**config.mk**
```make
export PLATFORM = sky130hd
export DESIGN_NAME = terrain_sweep_scheduler
export DESIGN_NICKNAME = d
export VERILOG_FILES = /design/src/rtl/terrain_pkg.sv /design/src/rtl/sweep_rr_arbiter.sv /design/src/rtl/terrain_sweep_scheduler.sv
export SDC_FILE = /design/constraint.sdc
export NUM_CORES = 1
export LEC_CHECK = 0
export ABC_AREA = 1
export BUFFER_PORTS_ARGS = -buffer_cell sky130_fd_sc_hd__buf_2
export CORE_UTILIZATION = 45
export CTS_BUF_LIST = sky130_fd_sc_hd__clkbuf_16
export DETAILED_ROUTE_END_ITERATION = 8
export GPL_TIMING_DRIVEN = 0
export PLACE_DENSITY = 0.81
export SYNTH_ARGS = -nofsm -noshare
export SYNTH_HDL_FRONTEND = slang
export SYNTH_SLANG_ARGS = --single-unit
```
**constraint.sdc**
```tcl
create_clock -name clock_1M -period 1.6 [get_ports clock_1M]
set_input_delay 0.24 -clock clock_1M [delete_from_list [all_inputs] [get_ports clock_1M]]
set_output_delay 0.24 -clock clock_1M [all_outputs]
set_load 0.01 [all_outputs]
```
**src/rtl/terrain_pkg.sv**
```systemverilog
// Shared constants and types for the terrain sweep scheduler: cube count,
// source/mode/id codes, checker flag bit positions and coordinate widths.
package terrain_pkg;

  localparam int NUM_CUBES = 50;
  localparam int CNT_W     = 6;
  localparam int X_W       = 11;
  localparam int Y_W       = 10;
  localparam int FLG_W     = 4;

  localparam logic [1:0] SRC_PLY = 2'd0;
  localparam logic [1:0] SRC_SH  = 2'd1;
  localparam logic [1:0] SRC_EXP = 2'd2;

  localparam logic MODE_COLLIDE = 1'b0;
  localparam logic MODE_EXPLODE = 1'b1;

  localparam logic ID_SHELL  = 1'b0;
  localparam logic ID_PLAYER = 1'b1;

  // Bit positions inside the checker's {up,support,left,right} flag word
  localparam int FLG_RIGHT = 0;
  localparam int FLG_LEFT  = 1;
  localparam int FLG_SUP   = 2;
  localparam int FLG_UP    = 3;

  typedef enum logic [1:0] {
    ST_IDLE,
    ST_SWEEP,
    ST_DRAIN,
    ST_HOLD
  } sched_state_t;

endpackage

```
**src/rtl/sweep_rr_arbiter.sv**
```systemverilog
// Request arbiter for the terrain checker: explosion always wins, player and
// shell alternate when both ask. Grant vector is one-hot, indexed by source code.
module sweep_rr_arbiter
  import terrain_pkg::*;
(
  input  logic       en,
  input  logic       req_ply,
  input  logic       req_sh,
  input  logic       req_exp,
  input  logic       rr_last,
  output logic [2:0] gnt,
  output logic [1:0] win_src,
  output logic       win_valid
);

  // rr_last = 1 means the player was served most recently between player/shell
  always_comb begin
    win_valid = en & (req_exp | req_ply | req_sh);
    win_src   = SRC_PLY;
    if (req_exp) begin
      win_src = SRC_EXP;
    end else if (req_ply && req_sh) begin
      win_src = rr_last ? SRC_SH : SRC_PLY;
    end else if (req_sh) begin
      win_src = SRC_SH;
    end
  end

  for (genvar gi = 0; gi < 3; gi++) begin : g_gnt
    assign gnt[gi] = win_valid && (win_src == 2'(gi));
  end

endmodule

```
**src/rtl/terrain_sweep_scheduler.sv**
```systemverilog
// Time-shares the cube terrain checker between player collision, shell collision
// and shell explosion; one full cube sweep per grant, flags ORed into one result.
// Define TERRAIN_SCHED_STATS_EN for the sweep counter and the optional HOLD timeout.
module terrain_sweep_scheduler
  import terrain_pkg::*;
#(
  parameter int NUM_CUBES = terrain_pkg::NUM_CUBES,
  parameter int FLAG_LAT  = 1,
  parameter int RESULT_TO = 0
) (
  input  logic             clock_1M,
  input  logic             rst_n,
  input  logic             ply_req,
  input  logic [X_W-1:0]   ply_x,
  input  logic [Y_W-1:0]   ply_y,
  output logic             ply_gnt,
  input  logic             sh_req,
  input  logic [X_W-1:0]   sh_x,
  input  logic [Y_W-1:0]   sh_y,
  output logic             sh_gnt,
  input  logic             exp_req,
  output logic             exp_gnt,
  output logic             eng_mode,
  output logic             eng_id,
  output logic [X_W-1:0]   eng_x,
  output logic [Y_W-1:0]   eng_y,
  input  logic [FLG_W-1:0] eng_flags,
  output logic             res_valid,
  input  logic             res_ready,
  output logic [1:0]       res_src,
  output logic [FLG_W-1:0] res_flags,
  output logic [15:0]      sweep_cnt
);

`ifdef TERRAIN_SCHED_STATS_EN
  localparam bit STATS_EN = 1'b1;
`else
  localparam bit STATS_EN = 1'b0;
`endif

  localparam int DRAIN_CYC = (FLAG_LAT < 1) ? 1 : FLAG_LAT;
  localparam logic [CNT_W-1:0] SWEEP_LAST = CNT_W'(NUM_CUBES - 1);
  localparam logic [CNT_W-1:0] DRAIN_LAST = CNT_W'(DRAIN_CYC - 1);
  localparam logic [CNT_W-1:0] ACC_FIRST  = CNT_W'(FLAG_LAT);

  sched_state_t     state_reg, state_next;
  logic [CNT_W-1:0] cnt_reg, cnt_next;
  logic             rr_last_reg, rr_last_next;
  logic             mode_reg, mode_next;
  logic             id_reg, id_next;
  logic [X_W-1:0]   x_reg, x_next;
  logic [Y_W-1:0]   y_reg, y_next;
  logic [1:0]       src_reg, src_next;
  logic [FLG_W-1:0] acc_reg, acc_next;
  logic [15:0]      sweep_cnt_reg, sweep_cnt_next;
  logic [15:0]      hold_cnt_reg, hold_cnt_next;

  logic             arb_en;
  logic [2:0]       gnt;
  logic [1:0]       win_src;
  logic             win_valid;
  logic             hold_timeout;

  // Grants only exist while idle and out of reset
  assign arb_en = (state_reg == ST_IDLE) && rst_n;

  sweep_rr_arbiter u_arb (
    .en        (arb_en),
    .req_ply   (ply_req),
    .req_sh    (sh_req),
    .req_exp   (exp_req),
    .rr_last   (rr_last_reg),
    .gnt       (gnt),
    .win_src   (win_src),
    .win_valid (win_valid)
  );

  assign hold_timeout = STATS_EN && (RESULT_TO > 0) &&
                        (hold_cnt_reg == 16'(RESULT_TO - 1));

  always_comb begin
    state_next     = state_reg;
    cnt_next       = cnt_reg;
    rr_last_next   = rr_last_reg;
    mode_next      = mode_reg;
    id_next        = id_reg;
    x_next         = x_reg;
    y_next         = y_reg;
    src_next       = src_reg;
    acc_next       = acc_reg;
    sweep_cnt_next = sweep_cnt_reg;
    hold_cnt_next  = hold_cnt_reg;

    case (state_reg)
      ST_IDLE: begin
        mode_next = MODE_COLLIDE;
        if (win_valid) begin
          state_next = ST_SWEEP;
          cnt_next   = '0;
          acc_next   = '0;
          src_next   = win_src;
          case (win_src)
            SRC_PLY: begin
              x_next       = ply_x;
              y_next       = ply_y;
              id_next      = ID_PLAYER;
              rr_last_next = 1'b1;
            end
            SRC_SH: begin
              x_next       = sh_x;
              y_next       = sh_y;
              id_next      = ID_SHELL;
              rr_last_next = 1'b0;
            end
            default: begin
              x_next    = sh_x;
              y_next    = sh_y;
              id_next   = ID_SHELL;
              mode_next = MODE_EXPLODE;
            end
          endcase
        end
      end

      ST_SWEEP: begin
        // Flags trail the checker inputs by FLAG_LAT clocks
        if (src_reg != SRC_EXP && cnt_reg >= ACC_FIRST) begin
          acc_next = acc_reg | eng_flags;
        end
        if (cnt_reg == SWEEP_LAST) begin
          state_next = ST_DRAIN;
          cnt_next   = '0;
          mode_next  = MODE_COLLIDE;
        end else begin
          cnt_next = cnt_reg + 1'b1;
        end
      end

      ST_DRAIN: begin
        if (src_reg != SRC_EXP) begin
          acc_next = acc_reg | eng_flags;
        end
        if (cnt_reg == DRAIN_LAST) begin
          state_next    = ST_HOLD;
          cnt_next      = '0;
          hold_cnt_next = '0;
        end else begin
          cnt_next = cnt_reg + 1'b1;
        end
      end

      ST_HOLD: begin
        if (res_ready) begin
          state_next = ST_IDLE;
          if (STATS_EN) begin
            sweep_cnt_next = sweep_cnt_reg + 16'd1;
          end
        end else if (hold_timeout) begin
          state_next = ST_IDLE;
        end else if (STATS_EN) begin
          hold_cnt_next = hold_cnt_reg + 16'd1;
        end
      end

      default: state_next = ST_IDLE;
    endcase
  end

  always_ff @(posedge clock_1M or negedge rst_n) begin
    if (!rst_n) begin
      state_reg     <= ST_IDLE;
      cnt_reg       <= '0;
      rr_last_reg   <= 1'b0;
      mode_reg      <= MODE_COLLIDE;
      id_reg        <= ID_SHELL;
      x_reg         <= '0;
      y_reg         <= '0;
      src_reg       <= SRC_PLY;
      acc_reg       <= '0;
      sweep_cnt_reg <= '0;
      hold_cnt_reg  <= '0;
    end else begin
      state_reg     <= state_next;
      cnt_reg       <= cnt_next;
      rr_last_reg   <= rr_last_next;
      mode_reg      <= mode_next;
      id_reg        <= id_next;
      x_reg         <= x_next;
      y_reg         <= y_next;
      src_reg       <= src_next;
      acc_reg       <= acc_next;
      sweep_cnt_reg <= sweep_cnt_next;
      hold_cnt_reg  <= hold_cnt_next;
    end
  end

  assign ply_gnt   = gnt[SRC_PLY];
  assign sh_gnt    = gnt[SRC_SH];
  assign exp_gnt   = gnt[SRC_EXP];
  assign eng_mode  = mode_reg;
  assign eng_id    = id_reg;
  assign eng_x     = x_reg;
  assign eng_y     = y_reg;
  assign res_valid = (state_reg == ST_HOLD);
  assign res_src   = src_reg;
  assign res_flags = acc_reg;
  assign sweep_cnt = sweep_cnt_reg;

endmodule
```
## After elaboration in Yosys (flattened, before gate mapping)

Cells that the tools add are included.

| cells by class | value |
|---|---|
| add/subtract/negate cells | 1 |
| order comparisons | 1 |
| equal/unequal tests | 13 |
| multiplexer cells | 25 |
| bitwise operators | 4 |
| reductions and logical operators | 19 |

Operators by type and width:

| kind | count |
|---|---|
| two-way mux 6 bit | 3 |
| case mux 6 bit (3 select lines) | 1 |
| two-way mux 2 bit | 6 |
| two-way mux 4 bit | 3 |
| case mux 4 bit (3 select lines) | 1 |
| two-way mux 11 bit | 1 |
| two-way mux 10 bit | 1 |
| inequality test 2 bit (second input constant) | 5 |
| case mux 2 bit (4 select lines) | 1 |
| AND reduction 4 bit | 2 |
| adder 6 x 1 -> 6 bit (second input constant) | 1 |
| equality test 2 bit (second input constant) | 3 |
| equality test 6 bit (second input constant) | 1 |
| >= comparator 6 x 1 -> 1 bit (second input constant) | 1 |
| logical AND 1 bit | 6 |
| logical NOT 6 bit | 1 |
| two-way mux 1 bit | 6 |
| AND reduction 2 bit | 3 |
| equality test 2 x 1 -> 1 bit (second input constant) | 2 |
| logical NOT 2 bit | 2 |
| inequality test 2 x 1 -> 1 bit (second input constant) | 2 |
| bitwise OR 4 bit | 1 |
| case mux 1 bit (2 select lines) | 2 |
| nonzero test 2 bit | 2 |
| other kinds (5) | 6 |

| storage, ports and cells | value |
|---|---|
| flip-flop bits (word level) | 38 |
| input port bits | 52 |
| output and inout bits | 49 |
| logic and storage cells | 72 |

## Depth between registers and ports, before layout

Gate-level depths: netlist of run 1.

| depth | value |
|---|---|
| depth in word-level cells | 8 |
| gate-level depth with buffers | 11 |
| mapped depth without buffers | 11 |

## By module

Synthesis of run 1 repeated with hierarchy kept, for this count alone.

| second synthesis, totals | value |
|---|---|
| cells, all modules | 262 |
| area, all modules | 2107.0 sq um |

By module, submodules not included:

| module | instances | cells each | area each (sq um) | seq. area each (sq um) |
|---|---|---|---|---|
| terrain_sweep_scheduler | 1 | 246 | 2040.7 | 950.9 |
| sweep_rr_arbiter | 1 | 16 | 66.3 | 0.0 |

## Worst setup path before layout of run 1

OpenSTA, ideal clock, no wires.

| timing path | value |
|---|---|
| kind | register to output |
| start point | register state_reg[0] |
| end point | output port sh_gnt |
| data arrival time | 1.282 ns |
| required time | 1.360 ns |
| path slack | 0.078 ns |
| stages on the path, launching flop included | 9 |
| buffers on the path | 0 |
| cell sequence | dfrtp_1 -> inv_1 -> ha_1 -> nand2_2 -> inv_2 -> nand2_4 -> inv_2 -> nand2_1 -> nor2_1 |

| on the way | value |
|---|---|
| longest elaborated chain between the ends | 4 |

RTL lines:

| item | RTL line | RTL |
|---|---|---|
| from (decl) | terrain_sweep_scheduler.sv:46 | `sched_state_t state_reg, state_next;` |
| from (signal assigned) | terrain_sweep_scheduler.sv:183 | `state_reg <= state_next;` |
| logical NOT 2 bit | terrain_sweep_scheduler.sv:65 | `assign arb_en = (state_reg == ST_IDLE) && rst_n;` |
| logical AND 1 bit | terrain_sweep_scheduler.sv:65 |  |
| AND 1 bit | sweep_rr_arbiter.sv:18 | `win_valid = en & (req_exp \| req_ply \| req_sh);` |
| logical AND 1 bit | sweep_rr_arbiter.sv:30 | `assign gnt[gi] = win_valid && (win_src == 2'(gi));` |
| to (decl) | terrain_sweep_scheduler.sv:20 | `output logic sh_gnt,` |

Every way passes these cells.

## Worst setup path in the final report of run 1

Same ends and word-level chain as after synthesis.

==> results of run 1 <==
area by class of cell:
class                   count  area [um^2]  area share, %
multi-input cells         213         1080           35.3
flip-flops and latches     38          953           31.2
repair buffers             98          528           17.3
plain buffers              25          184           6.02
clock buffers               5          125           4.10
inverters                  23         88.8           2.91
well taps                  52         65.1           2.13
clock inverters             2         33.8           1.11
power groups by stage:
| stage | logic [mW] | clock network, mW | registers, mW |
|---|---|---|---|
| floorplan | 1.36 | 0 | 1.79 |
| global placement | 2.26 | 0 | 1.63 |
| detailed placement | 2.32 | 0 | 1.64 |
| CTS | 2.56 | 1.10 | 1.61 |
| global route | 3.09 | 1.15 | 1.66 |
| finish | 2.80 | 1.08 | 1.61 |
synth_stat cells:
cell / instances / share of area, %
nand2_1: 69 / 12
a21oi_1: 45 / 10
nor2_1: 41 / 7.1
dfrtp_1: 38 / 44
inv_1: 20 / 3.5
buf_4: 18 / 6.2
nand3_1: 14 / 3.2
ha_1: 9 / 5.2
nand4_1: 6 / 1.7
buf_2: 4 / 0.92
inv_2: 3 / 0.52
o21ai_0: 3 / 0.69
clkbuf_1: 2 / 0.35
nand2_2: 2 / 0.58
a21oi_2: 1 / 0.40
buf_6: 1 / 0.52
conb_1: 1 / 0.17
nand2_4: 1 / 0.52
nand3_2: 1 / 0.46
o21ai_1: 1 / 0.23
o21ai_2: 1 / 0.40
o22ai_1: 1 / 0.29
or2_2: 1 / 0.29
xor2_1: 1 / 0.40
timing repair:
| action | 4_1_cts | 5_1_grt |
|---|---|---|
| setup buffers | 8 | 5 |
| endpoints found under the setup margin | 38 | 17 |
| gates cloned | 0 | 1 |
| endpoints found under the hold margin | 38 | 38 |
| pin swaps | 2 | 2 |
| gates resized for setup | 10 | 18 |
cells by family (layout without fill, tap and decap cells):
family,after synthesis,count (layout),share of synthesized area (%)
adder cells (fa/ha/maj),9,9,5.20
AND/OR/NAND/NOR,135,135,25.9
AO/OA/AOI/OAI,52,52,12.4
other,1,16,0.173
buffers and inverters,48,153,12.0
flip-flops,38,38,43.9
XOR/XNOR,1,1,0.404
path summary, 6_finish.rpt:
| path | start | end | slack (ps) |
|---|---|---|---|
| min in group clock_1M | ply_x[4] | eng_x[4]$_DFFE_PN0P_ | 200 |
| hold reg to reg | eng_id$_DFFE_PN0P_ | eng_id$_DFFE_PN0P_ | 480 |
| setup reg to reg | state_reg[0]$_DFFE_PN0P_ | cnt_reg[5]$_DFFE_PN0P_ | 60 |
| max in group asynchronous | rst_n | state_reg[0]$_DFFE_PN0P_ | 1310 |
| hold / removal | rst_n | cnt_reg[0]$_DFFE_PN0P_ | -70 |
| setup / recovery | state_reg[0]$_DFFE_PN0P_ | sh_gnt | -70 |
per-layer routing:
layer	global-route usage [%]	part of all wire [%]	up-vias
met5	0	0	-
met4	8.22	1.9	0
met3	4.64	6.1	12
met2	37.8	52	102
met1	29.0	40	1021
li1	-	-	1121
metrics by stage:
stage	cells	TNS, ps	hold WS [ps]	area [um^2]	utilization, %
after floorplan	299	0	-55.6	2220	-
after global placement	435	-8390	408	2710	60.5
after detailed placement	435	-9510	405	2710	60.5
after CTS	450	-88.8	-53.3	2960	66.1
after global routing	456	-280	-30.5	3060	68.3
final	456	-95.1	-69.3	3060	68.3
worst max-delay path: stages (launching register included):
cell     delay [ps]
dfrtp_2         400
inv_2            80
ha_4            140
nand2_2          50
inv_2            80
nand2_4          70
inv_4            70
nand2_4          50
nor2_1           80
buf_2           130
==> results by group, run 1 <==
Outcome
  – Outcome: finished with violations
  – Failing checks: DRC, hold timing, setup timing

Placement
  – Place WS: -372 ps
  – HPWL reported at the end of detailed placement: 3930 um
  – Gpl congestion: 0.889
  – IO Port Bufs: 84

Timing
  – Post-route clock period utilization: 104%
  – Worst Skew: 4.40 ps
  – Post-route setup slack: -66.7 ps
  – Fmax: 600 MHz
  – RSZ-0062 raised after global routing: yes
  – Max Slew Vio Count: 0
  – Final Setup Violations: 2
  – Hold slack: -69.3 ps
  – Final Hold Vio Count: 38
  – Minimum clock period: 1670 ps

Global route
  – First-pass GRT wire length: 8930 um
  – Largest net degree at the start of global routing: 40
  – GRT Overall Usage: 22.6%
  – Vias in the first global route: 1990
  – Initial antenna violation count: 0
  – Total gr overflow: 0

Synthesis
  – Gate Count Post-Synth: 284
  – Post-Synthesis Cell Area: 0.00217 mm^2
  – Unique cell type count in the Yosys netlist: 24
  – Synth warn: 0
  – #FFs+latches synth: 38
  – Synthesized area per cell: 7.63 um^2
  – Post-synthesis sequential area ratio: 43.9%

Detailed routing
  – Via Count: 2256
  – Post-Route WL: 5820 um
  – Routed WL per cell: 12.8 um
  – DR vias/cell: 4.95
  – Antenna Violating Nets Remaining: 0
  – Drt pass-1 iters: 7
  – DR iter-0 viols: 181
  – DRC viols: 9

Floorplan
  – Row cnt: 24
  – IO Pins: 101
  – Die ar.: 0.00509 mm^2
  – Core area: 0.00447 mm^2
  – Die Height: 71.4 um
  – Chip Width: 71.4 um
  – Initial Util: 48.4%

Clock tree
  – Cts bufs inserted: 5
  – Worst skew pair latency: 280 ps
  – H-tree lvl count: 2
  – Clock transition at path regs: 60 ps
  – CTS Buffer Depth: 2
  – Root Driver: clkbuf_16
  – CTS sink cnt: 38
  – CTS tree: yes

Min path
  – HP Class: in2async

Power
  – Reg power frac: 29.4%
  – Switching share of power: 40.3%
  – P_leak: 1.65 nW
  – VDD IR max: 0.000929 V
  – Comb pwr share: 51.0%
  – Clk pwr share: 19.6%
  – Cell Int Power: 3.28 mW
  – Net Sw Power: 2.21 mW
  – Power Density: 1800 mW/mm^2
  – Pwr Total: 5.49 mW

Finish
  – Share of cells above drive strength 1: 38.1%
  – Final nets: 465
  – P&R area growth vs syn: 41.1%
  – Max FFs per register: 11
  – Most common cell after layout, fill and taps aside: buf_2
  – Most frequent cells in the layout: buf_2 (86), nand2_1 (64), a21oi_1 (42), nor2_1 (40), dfrtp_1 (36)
  – Inserted Diodes: 0
  – Fill cell count: 391

Critical path
  – Depth of the most critical reg-to-reg path: 10
  – Startpoint Class: flop
  – Critical Path Fanout Max: 4
  – CP Class: reg2out
  – Data arrival time of the worst path: 1430 ps
  – CP Capture Type: primary output
  – Data required, critical path: 1360 ps

Job
  – Max Cap Viol: 0
Power figures use the tool's default switching activity.
==> run 2: changes to the inputs <==
- CTS_BUF_LIST: sky130_fd_sc_hd__clkbuf_16 -> sky130_fd_sc_hd__clkbuf_8
- SLEW_MARGIN: default -> 20
==> results by group, run 2 (synthesis gave the netlist of run 1 again) <==
Finish
  – Non-filler cells, final: 455 (-0.22%)
  – Final nets: 464 (-0.22%)
  – Share of cells above drive strength 1: 38.5% (+0.34 points)
  – Util after Layout: 67.2% (-1.1 points)
  – Most frequent cells in the layout: buf_2 (86), nand2_1 (63), a21oi_1 (42), nor2_1 (40), dfrtp_1 (35)
  – P&R area growth vs syn: 38.8%
  – Post-route cell area: 0.00301 mm^2 (-1.6%)
  – Max FFs per register: 11 (unchanged)
  – Most common cell after layout, fill and taps aside: buf_2
  – Inserted Diodes: 0 (unchanged)

Critical path
  – Startpoint Class: flop
  – Crit path buf inv count: 4 (unchanged)
  – Data arrival time of the worst path: 1460 ps (+30 ps)
  – CP max-delay cell: dfrtp_1
  – Depth of the most critical reg-to-reg path: 10 (unchanged)
  – Delay of the slowest critical-path stage: 400 ps (about the same)
  – CP Class: reg2out
  – Flop2flop setup slack: 40 ps (-20 ps)
  – CP Capture Type: primary output
  – Critical Path Fanout Max: 4 (unchanged)
  – Data required, critical path: 1360 ps (about the same)
  – CP cell instances: inv_2, ha_4, nand2_2, inv_2, nand2_4, inv_4, nand2_4, nor2_1, buf_2
  – Family with the most delay on the worst path: flip-flops
  – R2r startpoint: state_reg[1]$_DFFE_PN0P_
  – R2r endpoint: cnt_reg[5]$_DFFE_PN0P_

Job
  – Max Cap Viol: 0 (unchanged)

Placement
  – Post-Place Cell Area: 0.00271 mm^2 (unchanged)
  – IO Port Bufs: 84 (unchanged)
  – HPWL reported at the end of detailed placement: 3930 um (unchanged)
  – Dpl cells: 435 (unchanged)
  – Gpl congestion: 0.889 (unchanged)

Detailed routing
  – DRC viols: 9 (unchanged)
  – Drt pass-1 iters: 9 (+2)
  – DR vias/cell: 4.99 (+0.80%)
  – Post-Route WL: 5660 um (-2.7%)
  – Routed WL per cell: 12.4 um (-2.5%)
  – Antenna Violating Nets Remaining: 0 (unchanged)
  – Via Count: 2269 (+0.58%)
  – DR iter-0 viols: 173 (-4.4%)

Timing
  – Fmax: 589 MHz (-1.9%)
  – Post-route setup slack: -98.4 ps (-31.8 ps)
  – Final Setup Violations: 2 (unchanged)
  – Worst Skew: 6.46 ps (+2.06 ps)
  – RSZ-0062 raised after global routing: yes
  – Hold slack: -86.8 ps (-17.5 ps)
  – Max Slew Vio Count: 0 (unchanged)
  – Post-route clock period utilization: 106% (+2.0 points)
  – Final Hold Vio Count: 38 (unchanged)
  – Minimum clock period: 1700 ps (+31.8 ps)

Clock tree
  – Root Driver: clkbuf_8
  – Clock transition at path regs: 70 ps (about the same)
  – Cts bufs inserted: 5 (unchanged)
  – CTS Buffer Depth: 2 (unchanged)
  – CTS sink cnt: 38 (unchanged)
  – Worst skew pair latency: 290 ps (about the same)
  – H-tree lvl count: 2 (unchanged)
  – CTS tree: yes

Floorplan
  – Chip Width: 71.4 um (unchanged)
  – Initial Util: 48.4% (unchanged)
  – Row cnt: 24 (unchanged)
  – Die Height: 71.4 um (unchanged)
  – Core area: 0.00447 mm^2 (unchanged)
  – IO Pins: 101 (unchanged)
  – Die ar.: 0.00509 mm^2 (unchanged)

Outcome
  – Failing checks: DRC, hold timing, setup timing
  – Outcome: finished with violations

Global route
  – Largest net degree at the start of global routing: 40 (unchanged)
  – First-pass GRT wire length: 8750 um (-2.0%)
  – GRT Overall Usage: 22.0% (-0.52 points)
  – Initial antenna violation count: 0 (unchanged)
  – Vias in the first global route: 2002 (+0.60%)
  – Total gr overflow: 0 (unchanged)

Power
  – VDD IR max: 0.000725 V (-22%)
  – Power Density: 1750 mW/mm^2 (-2.8%)
  – P_leak: 1.62 nW (-1.4%)

Min path
  – HP Class: in2async
run 2: changes by cell type in the layout (fill, tap and decap cells not counted), sizes merged:
cell,delta
buf,-1
clkbuf,+1
clkinv,-1
run 2: how the worst max path moves through the flow:
stage,slack (ps),cells after the start,to,from
final,-100,9,sh_gnt,state_reg[1]$_DFFE_PN0P_
after global routing,-170,9,sh_gnt,state_reg[1]$_DFFE_PN0P_
after CTS,-80,9,sh_gnt,state_reg[1]$_DFFE_PN0P_
after detailed placement,-370,8,sh_gnt,rst_n
after global placement,-360,8,sh_gnt,rst_n
after floorplan,80,8,sh_gnt,state_reg[0]$_DFFE_PN0P_
run 2: area by class of cell:
cell class,count,area (um^2)
inverter,23,88.8
multi-input combinational,213,1080
clock buffer,6,82.6
clock inverter,1,30.0
buffer,25,184
sequential,38,955
tap,52,65.1
fill,400,1470
timing repair buffer,97,524
run 2: through the flow:
stage	TNS (ps)	power, mW	setup WS, ps
2_1_floorplan	0	3.15	78.2
3_3_place_gp	-8390	3.88	-365
3_5_place_dp	-9510	3.96	-372
4_1_cts	-135	5.02	-78.3
5_1_grt	-413	5.65	-172
6_report	-137	5.25	-98.4
run 2: metal layers:
metal / GRT usage, % / part of all wire, % / up-vias
li1: - / - / 1120
met5: 0 / 0 / -
met2: 36.7 / 51 / 100
met4: 8.89 / 2.1 / 0
met1: 28.0 / 41 / 1035
met3: 4.78 / 6.1 / 14
run 2: what timing repair did:
action                                 4_1_cts  5_1_grt
endpoints found under the hold margin       38       38
setup endpoints to repair                   35       19
gates cloned                                 0        1
gates resized for setup                     10       20
buffers inserted                             8        4
pin swaps                                    2        1
run 2: report_power, final:
| part | switching [mW] | internal, mW |
|---|---|---|
| registers | 0.236 | 1.38 |
| clock network | 0.335 | 0.499 |
| logic | 1.62 | 1.19 |
